===== src/rtl/pipelined_control_unit.sv =====
// LEGv8 pipelined control: ID decode, ID/EX -> EX/MEM -> MEM/WB control bundles,
// load-use stall, branch-taken flush and saturating stall/flush event counters.
module pipelined_control_unit #(
  parameter int unsigned OPCODE_W  = 11,
  parameter int unsigned REG_W     = 5,
  parameter int unsigned ZERO_REG  = 31,
  parameter int unsigned CNT_W     = 16,
  parameter int unsigned HAZARD_EN = 1
) (
  input  logic                clk,
  input  logic                rst,
  input  logic                id_valid,
  input  logic [OPCODE_W-1:0] id_opcode,
  input  logic [REG_W-1:0]    id_rs1,
  input  logic [REG_W-1:0]    id_rs2,
  input  logic [REG_W-1:0]    id_rd,
  input  logic                ex_branch_taken,
  output logic                stall,
  output logic                flush_if_id,
  output logic                id_illegal,
  output logic                ex_alusrc,
  output logic                ex_branch,
  output logic                ex_memread,
  output logic                ex_memwrite,
  output logic                ex_regwrite,
  output logic                ex_memtoreg,
  output logic [1:0]          ex_aluop,
  output logic [REG_W-1:0]    ex_rd,
  output logic                mem_memread,
  output logic                mem_memwrite,
  output logic                mem_regwrite,
  output logic                mem_memtoreg,
  output logic [REG_W-1:0]    mem_rd,
  output logic                wb_regwrite,
  output logic                wb_memtoreg,
  output logic [REG_W-1:0]    wb_rd,
  output logic [CNT_W-1:0]    stall_count,
  output logic [CNT_W-1:0]    flush_count
);

  typedef struct packed {
    logic       alusrc;
    logic       memtoreg;
    logic       regwrite;
    logic       memread;
    logic       memwrite;
    logic       branch;
    logic [1:0] aluop;
  } ctrl_t;

  localparam logic [REG_W-1:0] ZR     = REG_W'(ZERO_REG);
  localparam logic             HAZ_ON = (HAZARD_EN != 0);

  ctrl_t            dec;
  logic             known, rs1_used, rs2_used;
  logic             eff_taken, hazard, bubble;

  ctrl_t            idex_q, idex_d;
  logic [REG_W-1:0] idex_rd_q, idex_rd_d;
  logic             exmem_memread_q, exmem_memwrite_q, exmem_regwrite_q, exmem_memtoreg_q;
  logic [REG_W-1:0] exmem_rd_q;
  logic             memwb_regwrite_q, memwb_memtoreg_q;
  logic [REG_W-1:0] memwb_rd_q;
  logic [CNT_W-1:0] stall_cnt_q, stall_cnt_d, flush_cnt_q, flush_cnt_d;

  always_comb begin
    dec      = '0;
    known    = 1'b1;
    rs1_used = 1'b0;
    rs2_used = 1'b0;
    casez (id_opcode[10:0])
      11'b10001011000, 11'b11001011000, 11'b10001010000, 11'b10101010000: begin
        dec      = '{1'b0, 1'b0, 1'b1, 1'b0, 1'b0, 1'b0, 2'b10};
        rs1_used = 1'b1;
        rs2_used = 1'b1;
      end
      11'b1001000100?: begin
        dec      = '{1'b1, 1'b0, 1'b1, 1'b0, 1'b0, 1'b0, 2'b11};
        rs1_used = 1'b1;
      end
      11'b11111000010: begin
        dec      = '{1'b1, 1'b1, 1'b1, 1'b1, 1'b0, 1'b0, 2'b00};
        rs1_used = 1'b1;
      end
      11'b11111000000: begin
        dec      = '{1'b1, 1'b0, 1'b0, 1'b0, 1'b1, 1'b0, 2'b00};
        rs1_used = 1'b1;
        rs2_used = 1'b1;
      end
      11'b10110100???: begin
        dec      = '{1'b0, 1'b0, 1'b0, 1'b0, 1'b0, 1'b1, 2'b01};
        rs2_used = 1'b1;
      end
      default: known = 1'b0;
    endcase
  end

  // A taken branch in EX squashes whatever sits in ID, so it overrides any stall.
  always_comb begin
    id_illegal  = id_valid & ~known;
    eff_taken   = ex_branch_taken & idex_q.branch;
    hazard      = HAZ_ON & id_valid & idex_q.memread & (idex_rd_q != ZR) &
                  ((rs1_used & (id_rs1 == idex_rd_q)) | (rs2_used & (id_rs2 == idex_rd_q)));
    stall       = hazard & ~eff_taken;
    flush_if_id = eff_taken;
    bubble      = rst | eff_taken | stall | ~id_valid | id_illegal;
    idex_d      = bubble ? '0 : dec;
    idex_rd_d   = bubble ? '0 : id_rd;
    stall_cnt_d = (stall && (stall_cnt_q != '1)) ? stall_cnt_q + 1'b1 : stall_cnt_q;
    flush_cnt_d = (eff_taken && (flush_cnt_q != '1)) ? flush_cnt_q + 1'b1 : flush_cnt_q;
  end

  always_ff @(posedge clk) begin
    if (rst) begin
      idex_q           <= '0;
      idex_rd_q        <= '0;
      exmem_memread_q  <= 1'b0;
      exmem_memwrite_q <= 1'b0;
      exmem_regwrite_q <= 1'b0;
      exmem_memtoreg_q <= 1'b0;
      exmem_rd_q       <= '0;
      memwb_regwrite_q <= 1'b0;
      memwb_memtoreg_q <= 1'b0;
      memwb_rd_q       <= '0;
      stall_cnt_q      <= '0;
      flush_cnt_q      <= '0;
    end else begin
      idex_q           <= idex_d;
      idex_rd_q        <= idex_rd_d;
      exmem_memread_q  <= idex_q.memread;
      exmem_memwrite_q <= idex_q.memwrite;
      exmem_regwrite_q <= idex_q.regwrite;
      exmem_memtoreg_q <= idex_q.memtoreg;
      exmem_rd_q       <= idex_rd_q;
      memwb_regwrite_q <= exmem_regwrite_q;
      memwb_memtoreg_q <= exmem_memtoreg_q;
      memwb_rd_q       <= exmem_rd_q;
      stall_cnt_q      <= stall_cnt_d;
      flush_cnt_q      <= flush_cnt_d;
    end
  end

  assign ex_alusrc    = idex_q.alusrc;
  assign ex_branch    = idex_q.branch;
  assign ex_memread   = idex_q.memread;
  assign ex_memwrite  = idex_q.memwrite;
  assign ex_regwrite  = idex_q.regwrite;
  assign ex_memtoreg  = idex_q.memtoreg;
  assign ex_aluop     = idex_q.aluop;
  assign ex_rd        = idex_rd_q;
  assign mem_memread  = exmem_memread_q;
  assign mem_memwrite = exmem_memwrite_q;
  assign mem_regwrite = exmem_regwrite_q;
  assign mem_memtoreg = exmem_memtoreg_q;
  assign mem_rd       = exmem_rd_q;
  assign wb_regwrite  = memwb_regwrite_q;
  assign wb_memtoreg  = memwb_memtoreg_q;
  assign wb_rd        = memwb_rd_q;
  assign stall_count  = stall_cnt_q;
  assign flush_count  = flush_cnt_q;

endmodule


===== config.mk =====
export PLATFORM = sky130hd
export DESIGN_NAME = pipelined_control_unit
export DESIGN_NICKNAME = d
export VERILOG_FILES = /design/src/rtl/pipelined_control_unit.sv
export SDC_FILE = /design/constraint.sdc
export NUM_CORES = 1
export LEC_CHECK = 0
export ABC_AREA = 1
export BUFFER_PORTS_ARGS = -buffer_cell sky130_fd_sc_hd__buf_2
export CAP_MARGIN = 25
export CORE_ASPECT_RATIO = 1.1
export CORE_MARGIN = 5
export CORE_UTILIZATION = 47
export DETAILED_ROUTE_END_ITERATION = 10
export PLACE_DENSITY = 0.78
export SLEW_MARGIN = 25
export SYNTH_ARGS = -nofsm -noshare
export SYNTH_HDL_FRONTEND = slang
export SYNTH_SLANG_ARGS = --single-unit
export TNS_END_PERCENT = 5

===== constraint.sdc =====
create_clock -name clk -period 2.9 [get_ports clk]
set_input_delay 0.29 -clock clk [delete_from_list [all_inputs] [get_ports clk]]
set_output_delay 0.29 -clock clk [all_outputs]
set_load 0.02 [all_outputs]

==> results.md, run 1 <==
* Run status: finished, final reports clean
* Cells on worst reg2reg path at 9
* Layout cells sized above 1 at 0.2954
* WHS Endpoint: ex_rd[2]
* Setup tns final at 0 ns
* Syn Nets at 451
* Ant diodes at 0
* Slew HR at 0.6087
* Required time of the critical path at 2.61 ns
* Final setup violation count at 0
* H-tree depth at 3
* Seq/Total Area, Yosys at 0.3866
* Worst Path Class, Setup: flip-flop to output pin
* Layout Cells excl Fill at 598
* RSZ-0062 raised after global routing: false
* Hold Path Class: primary input to flip-flop
* Syn Inst Count at 419
* Clk sinks at 59
* Min cycle time layout at 2.123 ns
* Post-CTS Resized at 0
* Port Buffers at 93
* Vias in the first global route at 2796
* Die area at 8215 sq um
* LEAKAGE at 1.797 nW
* Clk Latency, worst-skew pair at 0.33 ns
* Flop-to-flop setup slack at 1.04 ns
* FF-to-FF End: stall_count[7]
* Clk buf depth at 2
* Fmax at 471.0 MHz
* Hold slack at 0.1780 ns
* Synth warn at 0
* Initial Utilization at 0.4904
* Period utilisation layout at 0.7321
* GR Overflow Total at 0
* DRC Markers at 0
* Min-delay src: id_rd[2]
* Post-detail-place hpwl at 5723 um
* Worst-margin pin slew at 0.5864 ns
* Power, Total at 1.629 mW
* Commonest non-fill, non-tap cell in the layout: buf_2
* Cell Pwr Density at 434.9 nW/um^2
* Die Wd at 86.88 um
* Synth async-reset ratio at 0
* Mapped Area at 3055 sq um
* Most used DFF post-synth: dfxtp_1
* Hold_buf cts at 0
* Syn avg cell area at 7.292 sq um
* Worst Skew at 0.008263 ns
* DR vias at 2919
* Vias/cell at 4.881
* Area Growth Syn to Fin at 22.60%
* DRT Wirelength at 7301 um
* Register bit total from synthesis at 59
* Post-synth EDFFs at 0
* Routed len/inst at 12.21 um
* Slew Limit Fails at 0
* Worst setup SP type: flip-flop
* Crit end category: output pin
* Antenna violations before repair at 0
* Max cap viols at 0
* Dpl cells at 583
* Reg-to-reg critical path startpoint: stall_count[1]
* Hold Crit Depth at 3
* Die H at 94.57 um
* Final GP Congestion at 0.8778
* Global-route wire length before repair at 11840 um
* Crit-path max FO at 14
* Worst VDD drop at 0.2817 mV
* Row cnt at 30
* Postcts setup bufs at 0
* DRT Pass-1 Iters at 4
* Largest net degree at the start of global routing at 30
* CTS tree: built
* Worst Setup SP: ex_rd[2]
* Most frequent cells in the layout: 93 x buf_2, 76 x inv_1, 71 x nand2_1
* Fin. Hold Viols at 0
* Finished Core Util at 0.6012
* Root Driver: clkbuf_8
* Clock transition at path regs at 0.06 ns
* GRT Overall Usage at 0.1817
* Core ar. at 6231 sq um
* Crit path DAT at 1.83 ns
* Initial DRC count at 103
* IO Pins at 94
* DRT antenna net count at 0
* Nets at 546
* Synth cell types at 41
* CTS Buf Count at 9
## routing by layer
metal / up-vias / wire length (um) / GRT usage / part of all wire
met4: 0 / 177 / 0.08701 / 0.024
li1: 1489 / - / - / -
met2: 89 / 3690 / 0.3165 / 0.51
met3: 16 / 430 / 0.04188 / 0.059
met5: - / 0 / 0 / 0
met1: 1325 / 3003 / 0.2076 / 0.41
## power breakdown
group	switching, mW	internal (mW)
combinational	0.0411	0.0298
clock	0.309	0.439
sequential	0.000156	0.810
## state kept, by name, indices dropped and copies added (netlist names)
signal / count
flush_count: 16
stall_count: 16
ex_rd: 5
mem_rd: 5
wb_rd: 5
ex_aluop: 2
ex_alusrc: 1
ex_branch: 1
ex_memtoreg: 1
ex_memwrite: 1
ex_regwrite: 1
mem_memread: 1
mem_memwrite: 1
mem_regwrite: 1
wb_memtoreg: 1
wb_regwrite: 1
## cell usage after synthesis, types with 4 or more instances
cell	n	area share
a21oi_1	12	0.020
clkbuf_1	4	0.0049
dfxtp_1	59	0.39
inv_1	76	0.093
nand2_1	71	0.087
nand2_2	5	0.010
nand3_1	19	0.031
nand4_1	13	0.027
nand4_2	7	0.029
nor2_1	67	0.082
nor2_2	14	0.029
nor3_1	9	0.015
o21ai_0	9	0.015
o21bai_1	6	0.015
xnor2_1	8	0.023
xor2_1	4	0.011
## critical path, cell delays in order, from the launching register on
cell,delay (ns)
dfxtp_1,0.43
xnor2_1,0.15
nand2_1,0.07
nor3_1,0.20
nand2_2,0.09
nand2_4,0.19
nand2_4,0.10
inv_6,0.10
buf_2,0.17
## cell families (layout without fill, tap and decap cells)
| family | Yosys count | after routing | share of synthesized area |
|---|---|---|---|
| and+or+nand+nor | 224 | 224 | 0.3804 |
| buffers and inverters | 90 | 189 | 0.1249 |
| DFF | 59 | 59 | 0.3866 |
| AOI/OAI and AO/OA | 32 | 32 | 0.06552 |
| xor gates and xnor gates | 12 | 12 | 0.03440 |
| adders and majority gates | 2 | 2 | 0.008189 |
## per-stage QoR
step           cell area [sq um]  worst slack, ns
5_1_grt                     3746           0.6464
6_report                    3746           0.7769
2_1_floorplan               3055            1.154
3_3_place_gp                3552            1.083
3_5_place_dp                3552            1.033
4_1_cts                     3746           0.7569
## worst max-delay path by stage
| stage | to | slack [ns] | cells past startpoint |
|---|---|---|---|
| detailed placement | stall | 1.03 | 11 |
| CTS | stall | 0.76 | 8 |
| global placement | stall | 1.08 | 11 |
| global route | stall | 0.65 | 8 |
| floorplan | stall_count[15] | 1.15 | 10 |
| finish | stall | 0.78 | 8 |
## final cells by class
class	instances	area, sq um
Tap cell	80	100.1
Timing Repair Buffer	94	473.0
Inverter	80	305.3
Fill cell	605	2485
Multi-Input combinational cell	270	1493
Clock buffer	13	158.9
Clock inverter	2	35.03
Sequential cell	59	1181
(Power assumes the default switching activity.)
==> inputs of run 2 (changes only) <==
CORE_UTILIZATION = 46   (was 47)
PLACE_DENSITY = 0.8   (was 0.78)
clock period = 1.8 ns   (was 2.9 ns; I/O delays follow)
==> run 2 against run 1 <==
  * Final area grew 4.9%
  * Cell count grew 2.2%
  * Sequential power grew 60%
  * Sequential share of layout area is 1.2 points lower
  * Total power grew 73%
  * Non-clock buffer count is 9 higher
  * Global-route usage increased by 0.78 points
  * Flip-flop and latch count unchanged
  * Count of clock-buffer cells in the layout is 1 lower
==> results.md, run 2 (same netlist as run 1, synthesis figures left out) <==
* Run status: finished, final reports clean
* Worst Path Class, Setup: flip-flop to output pin
* Switch share at 0.2149
* Core ar. at 6516 sq um
* Nets at 556
* Row cnt at 31
* DRC Markers at 0
* GR Overflow Total at 0
* Cell Area, Placed at 3607 sq um
* Global-route wire length before repair at 12300 um
* Final GP Congestion at 0.9057
* Clk Latency, worst-skew pair at 0.34 ns
* Required time of the critical path at 1.62 ns
* Seq pwr share at 0.464
* Routed len/inst at 12.74 um
* DRT antenna net count at 0
* Crit path largest cell delay at 0.38 ns
* LEAKAGE at 1.882 nW
* Hold Path Class: primary input to flip-flop
* IO Pins at 94
* Area Growth Syn to Fin at 28.62%
* CTS Buf Count at 9
* Largest net degree at the start of global routing at 17
* Hold_buf cts at 0
* Final instance area at 3930 sq um
* Clock network fraction of design power at 0.493
* Combinational power share at 0.044
* Root Driver: clkbuf_8
* Slew Limit Fails at 0
* Post-detail-place hpwl at 5885 um
* Initial Utilization at 0.4689
* Worst Path Buf+Inv at 2
* Crit end category: output pin
* DRT Wirelength at 7786 um
* Cell Pwr Density at 715.8 nW/um^2
* Vias/cell at 4.956
* Die Wd at 87.71 um
* Max cap viols at 0
* Post-Place Setup Slack at 0.01686 ns
* Worst-margin pin slew at 0.4491 ns
* CP cell instances: xnor2_1 -> nand2_1 -> nor3_2 -> nand2_2 -> nand2_8 -> nand2_4 -> inv_6 -> buf_4
* Initial DRC count at 128
* Crit-path max FO at 4
* PnR worst setup slack at 0.03258 ns
* Period utilisation layout at 0.9819
* Flop-to-flop setup slack at 0.10 ns
* DR vias at 3028
* DRT Pass-1 Iters at 5
* Psw at 0.6045 mW
* Min cycle time layout at 1.767 ns
* Fmax at 565.8 MHz
* Port Buffers at 93
* Fin. Hold Viols at 0
* Clock transition at path regs at 0.06 ns
* Vias in the first global route at 2804
* Antenna violations before repair at 0
* Die area at 8374 sq um
* Internal at 2.209 mW
* Worst VDD drop at 0.4539 mV
* Crit path DAT at 1.59 ns
* Worst Skew at 0.006382 ns
* Slowest-stage cell, CP: dfxtp_2
* Slew HR at 0.6996
* Layout cells sized above 1 at 0.3384
* Hold slack at 0.05214 ns
* RSZ-0062 raised after global routing: true
* Die H at 95.48 um
* Final setup violation count at 0
* Clk sinks at 59
* H-tree depth at 3
* GRT Overall Usage at 0.1896
* Most frequent cells in the layout: 92 x buf_2, 75 x inv_1, 71 x nand2_1
* Clk buf depth at 2
* CTS tree: built
* Top delay family on crit path: simple AND/OR/NAND/NOR gates
* Commonest non-fill, non-tap cell in the layout: buf_2
* Worst setup SP type: flip-flop
* Ant diodes at 0
## run 2: changes by cell type in the layout (fill, tap and decap cells not counted), sizes merged
cell      delta
nand4        +1
clkinvlp     +1
bufinv       +1
clkbuf       -1
buf          +9
## run 2: worst register-to-register path: cells and delay by family (launching register included)
family / cells / cell delay [ns]
xor+xnor: 1 / 0.12
simple gates: 6 / 0.73
flops: 1 / 0.38
buf+inv: 1 / 0.20
compound gates: 1 / 0.17
## run 2: per-layer routing
layer | GRT usage | share of wire | vias up
li1 | - | - | 1520
met1 | 0.2158 | 0.39 | 1360
met2 | 0.3279 | 0.51 | 125
met3 | 0.03630 | 0.069 | 23
met4 | 0.1087 | 0.030 | 0
met5 | 0 | 0 | -
## run 2: path summary, 6_finish.rpt
path | from | end | cells after the start
max | ex_rd[1] | stall | 8
min | id_rd[0] | ex_rd[0] | 3
min reg2reg | ex_regwrite | mem_regwrite | 2
max reg2reg | ex_rd[1] | stall_count[10] | 9
## run 2: cell type report
class	instances	area, sq um
Tap cell	82	102.6
Fill cell	605	2586
Clock inverter	4	72.57
Clock buffer	12	155.1
Multi-Input combinational cell	271	1560
Inverter	80	305.3
Timing Repair Buffer	103	543.0
Sequential cell	59	1191
## run 2: timing repair
item / 4_1_cts / 5_1_grt
endpoints found under the hold margin: 0 / 0
setup endpoints to repair: 1 / 18
cloned: 0 / 1
setup buffers: 2 / 0
resized for setup: 11 / 9
pin swaps: 3 / 5
## run 2: power by group through the flow
stage | sequential (mW) | combinational [mW] | clock (mW)
after floorplan | 1.34 | 0.0643 | 0
after global placement | 1.34 | 0.115 | 0
after detailed placement | 1.34 | 0.119 | 0
after CTS | 1.30 | 0.122 | 1.41
after global routing | 1.30 | 0.135 | 1.46
final | 1.30 | 0.123 | 1.39
## run 2: per-stage QoR
stage | total power [mW] | utilization | setup TNS [ns] | instances
global placement | 1.450 | 0.5536 | 0 | 592
detailed placement | 1.455 | 0.5536 | 0 | 592
floorplan | 1.400 | - | 0 | 419
CTS | 2.839 | 0.5962 | 0 | 610
global route | 2.902 | 0.6031 | -0.1514 | 611
finish | 2.813 | 0.6031 | 0 | 611
